**config.mk**
```make
export PLATFORM = sky130hd
export DESIGN_NAME = mipi_csi_tx_packet_encoder_8b4lane
export DESIGN_NICKNAME = d
export VERILOG_FILES = /design/src/rtl/mipi_csi_tx_packet_encoder_8b4lane.sv
export SDC_FILE = /design/constraint.sdc
export NUM_CORES = 1
export LEC_CHECK = 0
export ABC_AREA = 1
export BUFFER_PORTS_ARGS = -buffer_cell sky130_fd_sc_hd__buf_4
export CORE_ASPECT_RATIO = 1.1
export CORE_MARGIN = 2
export CORE_UTILIZATION = 45
export CTS_BUF_LIST = sky130_fd_sc_hd__clkbuf_8
export CTS_CLUSTER_SIZE = 30
export DETAILED_ROUTE_END_ITERATION = 10
export GPL_ROUTABILITY_DRIVEN = 0
export PLACE_DENSITY = 0.63
export SLEW_MARGIN = 20
export SYNTH_ARGS = -nofsm -noshare
export SYNTH_HDL_FRONTEND = slang
export SYNTH_SLANG_ARGS = --single-unit
```
**constraint.sdc**
```tcl
create_clock -name clk_i -period 3.1 [get_ports clk_i]
set_clock_uncertainty 0.05 [all_clocks]
set_input_delay 0.155 -clock clk_i [delete_from_list [all_inputs] [get_ports clk_i]]
set_output_delay 0.155 -clock clk_i [all_outputs]
set_load 0.1 [all_outputs]
```
**src/rtl/mipi_csi_tx_packet_encoder_8b4lane.sv**
```systemverilog
// MIPI CSI-2 transmit packet encoder for four byte lanes: sync pattern, packet header with ECC,
// lane-aligned payload and CRC-16 footer, all driven from registered outputs.
module mipi_csi_tx_packet_encoder_8b4lane (
    input  logic        clk_i,
    input  logic        reset_i,
    input  logic        pkt_start_i,
    input  logic [7:0]  pkt_type_i,
    input  logic [15:0] pkt_length_i,
    output logic        pkt_ready_o,
    input  logic [31:0] data_i,
    input  logic        data_valid_i,
    output logic        data_ready_o,
    output logic [31:0] data_o,
    output logic        output_valid_o,
    output logic        len_err_o,
    output logic        underrun_o
);

    typedef enum logic [2:0] {
        IDLE    = 3'd0,
        SYNC    = 3'd1,
        HEADER  = 3'd2,
        PAYLOAD = 3'd3,
        FOOTER  = 3'd4
    } state_t;

    // Each parity bit covers the Data ID / word-count bits selected by its mask.
    function automatic logic [7:0] csi_ecc(input logic [23:0] d);
        return {2'b00,
                ^(d & 24'hEFFC00), ^(d & 24'hDF03F0), ^(d & 24'hB8E38E),
                ^(d & 24'h749A6D), ^(d & 24'hF2555B), ^(d & 24'hF12CB7)};
    endfunction

    function automatic logic [15:0] crc16_word(input logic [15:0] crc_in, input logic [31:0] word);
        logic [15:0] c;
        c = crc_in;
        for (int b = 0; b < 4; b++) begin
            c = c ^ {8'h00, word[8*b +: 8]};
            for (int i = 0; i < 8; i++) begin
                if (c[0]) begin
                    c = {1'b0, c[15:1]} ^ 16'h8408;
                end else begin
                    c = {1'b0, c[15:1]};
                end
            end
        end
        return c;
    endfunction

    state_t      state_q, state_d;
    logic [7:0]  di_q, di_d;
    logic [15:0] wc_q, wc_d;
    logic [13:0] cnt_q, cnt_d;
    logic [15:0] crc_q, crc_d;
    logic [31:0] data_q, data_d;
    logic        valid_q, valid_d;
    logic        data_ready_q, data_ready_d;
    logic        pkt_ready_q, pkt_ready_d;
    logic        len_err_q, len_err_d;
    logic        underrun_q, underrun_d;
    logic        req_long_s;
    logic        is_long_s;

    assign req_long_s = (pkt_type_i[5:0] > 6'h0F);
    assign is_long_s  = (di_q[5:0] > 6'h0F);

    // Next-state and next-output logic for the packet sequencer.
    always_comb begin
        state_d      = state_q;
        di_d         = di_q;
        wc_d         = wc_q;
        cnt_d        = cnt_q;
        crc_d        = crc_q;
        data_d       = 32'h0000_0000;
        valid_d      = 1'b0;
        data_ready_d = 1'b0;
        pkt_ready_d  = 1'b0;
        len_err_d    = 1'b0;
        underrun_d   = underrun_q;
        case (state_q)
            IDLE: begin
                pkt_ready_d = 1'b1;
                if (pkt_start_i && pkt_ready_q) begin
                    if (req_long_s && (pkt_length_i[1:0] != 2'b00)) begin
                        len_err_d = 1'b1;
                    end else begin
                        di_d        = pkt_type_i;
                        wc_d        = pkt_length_i;
                        cnt_d       = pkt_length_i[15:2];
                        crc_d       = 16'hFFFF;
                        data_d      = 32'hB8B8_B8B8;
                        valid_d     = 1'b1;
                        pkt_ready_d = 1'b0;
                        state_d     = SYNC;
                    end
                end else begin
                    state_d = IDLE;
                end
            end
            SYNC: begin
                data_d  = {csi_ecc({wc_q, di_q}), wc_q[15:8], wc_q[7:0], di_q};
                valid_d = 1'b1;
                if (is_long_s && (wc_q != 16'h0000)) begin
                    data_ready_d = 1'b1;
                    state_d      = PAYLOAD;
                end else begin
                    state_d = HEADER;
                end
            end
            HEADER: begin
                if (is_long_s) begin
                    state_d = FOOTER;
                end else begin
                    pkt_ready_d = 1'b1;
                    state_d     = IDLE;
                end
            end
            PAYLOAD: begin
                if (data_valid_i && data_ready_q) begin
                    data_d  = data_i;
                    valid_d = 1'b1;
                    crc_d   = crc16_word(crc_q, data_i);
                    // The counter saturates at zero so it can never wrap.
                    if (cnt_q <= 14'd1) begin
                        cnt_d   = 14'd0;
                        state_d = FOOTER;
                    end else begin
                        cnt_d        = cnt_q - 14'd1;
                        data_ready_d = 1'b1;
                    end
                end else begin
                    underrun_d   = 1'b1;
                    data_ready_d = 1'b1;
                end
            end
            FOOTER: begin
                data_d  = {16'h0000, crc_q[15:8], crc_q[7:0]};
                valid_d = 1'b1;
                state_d = IDLE;
            end
            default: begin
                state_d = IDLE;
            end
        endcase
    end

    // State and output registers with synchronous reset.
    always_ff @(posedge clk_i) begin
        if (reset_i) begin
            state_q      <= IDLE;
            di_q         <= 8'h00;
            wc_q         <= 16'h0000;
            cnt_q        <= 14'd0;
            crc_q        <= 16'hFFFF;
            data_q       <= 32'h0000_0000;
            valid_q      <= 1'b0;
            data_ready_q <= 1'b0;
            pkt_ready_q  <= 1'b1;
            len_err_q    <= 1'b0;
            underrun_q   <= 1'b0;
        end else begin
            state_q      <= state_d;
            di_q         <= di_d;
            wc_q         <= wc_d;
            cnt_q        <= cnt_d;
            crc_q        <= crc_d;
            data_q       <= data_d;
            valid_q      <= valid_d;
            data_ready_q <= data_ready_d;
            pkt_ready_q  <= pkt_ready_d;
            len_err_q    <= len_err_d;
            underrun_q   <= underrun_d;
        end
    end

    assign pkt_ready_o    = pkt_ready_q;
    assign data_ready_o   = data_ready_q;
    assign data_o         = data_q;
    assign output_valid_o = valid_q;
    assign len_err_o      = len_err_q;
    assign underrun_o     = underrun_q;

endmodule

```
==> flow_metrics.py <==
metrics = {
    "global_route": {
        "grt_pass1_vias": 6113,
        "grt-ovfl-total": 0,
        "grt_pass1_wl_um": 31700,
        "grt_max_degree": 45,
        "grt.total_usage_pct": 26.4,
        "antenna_found_initial": 0,
    },
    "synthesis": {
        "synth_warnings": 0,
        "async_reset_ff_share_pct": 0,
        "synth_top_area_share_pct": 28.6,
        "synth_area_per_cell_um2": 6.63,
        "synth.distinct_cells": 38,
        "yosys_most_used_dff": "dfxtp_1",
        "synth_fp_nets": 1063,
        "yosysMostFrequentCell": "nand2_1",
        "synth_edf_count": 0,
        "synthCells": 992,
        "synth_seq_cells": 94,
        "syn_area_um2": 6580,
        "yosysSeqAreaShare_pct": 28.6,
        "yosys.area.top_type": "dfxtp_1",
        "synth_commonest_cells": "239 x nand2_1, 118 x inv_1, 101 x nand3_1",
        "synthTopCellsByArea": "dfxtp_1 29%, nand2_1 14%, nand3_1 7.7%",
    },
    "timing": {
        "rsz0062_at_grt": "no",
        "finalSetupViolations": 0,
        "tightest_slew_ns": 0.539,
        "final.period_utilization_pct": 76.8,
        "slew_headroom_pct": 64.0,
        "max_clock_freq_mhz": 420,
        "maxSlewViolCount": 0,
        "layout_setup_ws_ns": 0.720,
        "hold_viol_final": 0,
        "setup_tns_ns": 0,
        "finalCriticalPeriod_ns": 2.38,
    },
    "cts": {
        "cts_sinks": 94,
        "insertion_delay_ns": 0.38,
        "htreeDepth": 3,
        "clock-root-buffer": "clkbuf_8",
        "cts_buffers": 9,
        "cts.clk_slew.worst_paths_ns": 0.09,
        "post_cts_resized": 0,
        "cts_tree": "done",
        "clockBufferDepth": 2,
    },
    "power_and_ir_drop": {
        "p_per_area_nw_per_um2": 652,
        "p_leak_nw": 3.92,
        "total_power_w": 0.00511,
        "max-vdd-ir-drop_uv": 279,
    },
    "worst_setup_path": {
        "r2r_slack_ns": 0.72,
        "required_ns": 3.33,
        "path_class": "flop to flop",
        "path_common_cell": "nand2_1",
        "start_kind": "flop",
        "worst_path_max_delay_cell": "dfxtp_1",
        "worstPathCellList": "inv_2, nand2_1, nand2_1, nand2_2, nand2_4, nand2_2, nand2_2, nand2_1, nand2_1, inv_2, nand3_1, nand2_4, inv_2, nand2_2, nand3_1, nand3_1, nand3_1, nand2_1, nand2_1",
        "critPathMaxStageDelay_ns": 0.40,
        "worstPathMaxFanout": 6,
        "arrival_ns": 2.61,
        "endpoint_kind": "flop",
    },
    "floorplanning": {
        "die_h_um": 131,
        "start_util_pct": 45.9,
        "dieArea_um2": 15600,
        "coreArea_um2": 14300,
        "io_pins": 97,
        "die_w_um": 119,
        "rows": 46,
    },
    "min_path": {
        "hp-class": "input port to flop",
    },
    "place": {
        "place_inst": 1264,
        "place_ws_ns": 0.755,
        "dpl.hpwl_um": 16100,
        "numPortBuffers": 96,
    },
    "finish": {
        "final_core_util_pct": 54.7,
        "final_cells": 1289,
        "area_delta_synth_final_pct": 19.1,
        "nNetsFinal": 1163,
        "final_layout_size_suffix_gt1_share_pct": 21.3,
        "fillCellCount": 1450,
        "diodes": 0,
    },
    "flow_run": {
        "drv_cap": 0,
    },
    "drt": {
        "wirelength_um": 20400,
        "vias": 6701,
        "via_per_inst": 5.20,
        "avgRoutedWirePerCell_um": 15.8,
        "firstDrtPassIters": 6,
        "drcViolationCount": 0,
        "dr.first_iter.drc_count": 525,
        "final_antenna_net_count": 0,
    },
    "outcome": {
        "outcome": "completed",
    },
}
stage by stage:
step                      hold slack [ns]  area [um^2]
after floorplan                     0.238         6580
after global placement              0.328         7530
after detailed placement            0.333         7530
after CTS                        0.000385         7830
after global routing               0.0180         7830
final                             0.00854         7830
state kept, by name (all words and copies together), names as in the netlist, 3 cells and up:
| name | count |
|---|---|
| cnt_q | 14 |
| data_o | 32 |
| wc_q | 16 |
| crc_q | 16 |
| di_q | 8 |
| state_q | 3 |
layer usage:
| metal | routed length, um | global-route usage [%] | share of wire [%] | up-vias |
|---|---|---|---|---|
| li1 | - | - | - | 3402 |
| met1 | 8770 | 32.4 | 43 | 3088 |
| met5 | 0 | 0 | 0 | - |
| met4 | 772 | 12.0 | 3.8 | 0 |
| met2 | 9920 | 46.4 | 49 | 166 |
| met3 | 887 | 3.43 | 4.4 | 45 |
area by class of cell:
type / instances / area, um^2 / share of cell area, %
sequential: 94 / 1880 / 24.0
clock buffer: 10 / 138 / 1.76
inverter: 138 / 518 / 6.61
tap: 192 / 240 / 3.07
clock inverter: 6 / 78.8 / 1.01
multi-input combinational: 731 / 4070 / 51.9
timing repair buffer: 118 / 908 / 11.6
worst max-delay path: cells and delay by family (launching register included):
| family | cells | cell delay (ns) |
|---|---|---|
| buffers and inverters | 3 | 0.19 |
| flip-flops | 1 | 0.40 |
| AND/OR/NAND/NOR | 16 | 1.63 |
worst paths after layout:
check	cells past startpoint	endpoint	startpoint
hold reg to reg	2	underrun_o$_SDFFE_PP0P_	underrun_o$_SDFFE_PP0P_
hold / removal	3	wc_q[2]$_SDFFE_PP0P_	pkt_length_i[2]
setup / recovery	19	crc_q[9]$_SDFFE_PP1P_	crc_q[3]$_SDFFE_PP1P_
setup reg to reg	19	crc_q[9]$_SDFFE_PP1P_	crc_q[3]$_SDFFE_PP1P_
timing repair:
action,CTS,global route
setup buffers,0,0
hold buffers,9,0
hold endpoints to repair,9,0
power breakdown:
group / switching (W) / internal, W / leakage [nW]
registers: 0.0000989 / 0.00132 / 0.768
clock network: 0.000441 / 0.000468 / 0.116
logic: 0.00185 / 0.000933 / 3.04
total: 0.00239 / 0.00272 / 3.92
layout by cell type, fill, tap and decap left out, types with 4 or more instances in the layout:
cell type	count
ha_1	11
nand2_2	46
a221oi_1	7
xor2_1	37
or2_2	8
a22oi_1	18
dlygate4sd3_1	9
dfxtp_1	94
nand3b_1	6
nand2_1	239
inv_2	19
o22ai_1	4
a21oi_1	70
inv_1	121
buf_4	109
nor3_1	6
a211oi_1	5
o21ai_0	48
nand3_1	101
xnor2_1	26
nor2_2	4
nand2_4	10
clkbuf_8	10
nand3_2	18
o211ai_1	4
nor2_1	44
cells by family after synthesis:
kind of cell | Yosys count | synth area share (%)
AO/OA/AOI/OAI | 165 | 14.4
XOR/XNOR | 66 | 9.13
adder cells (fa/ha/maj) | 11 | 2.09
buffers and inverters | 167 | 9.61
flip-flops | 94 | 28.6
AND/OR/NAND/NOR | 489 | 36.1
Note: power is estimated with default switching activity, not from simulation.
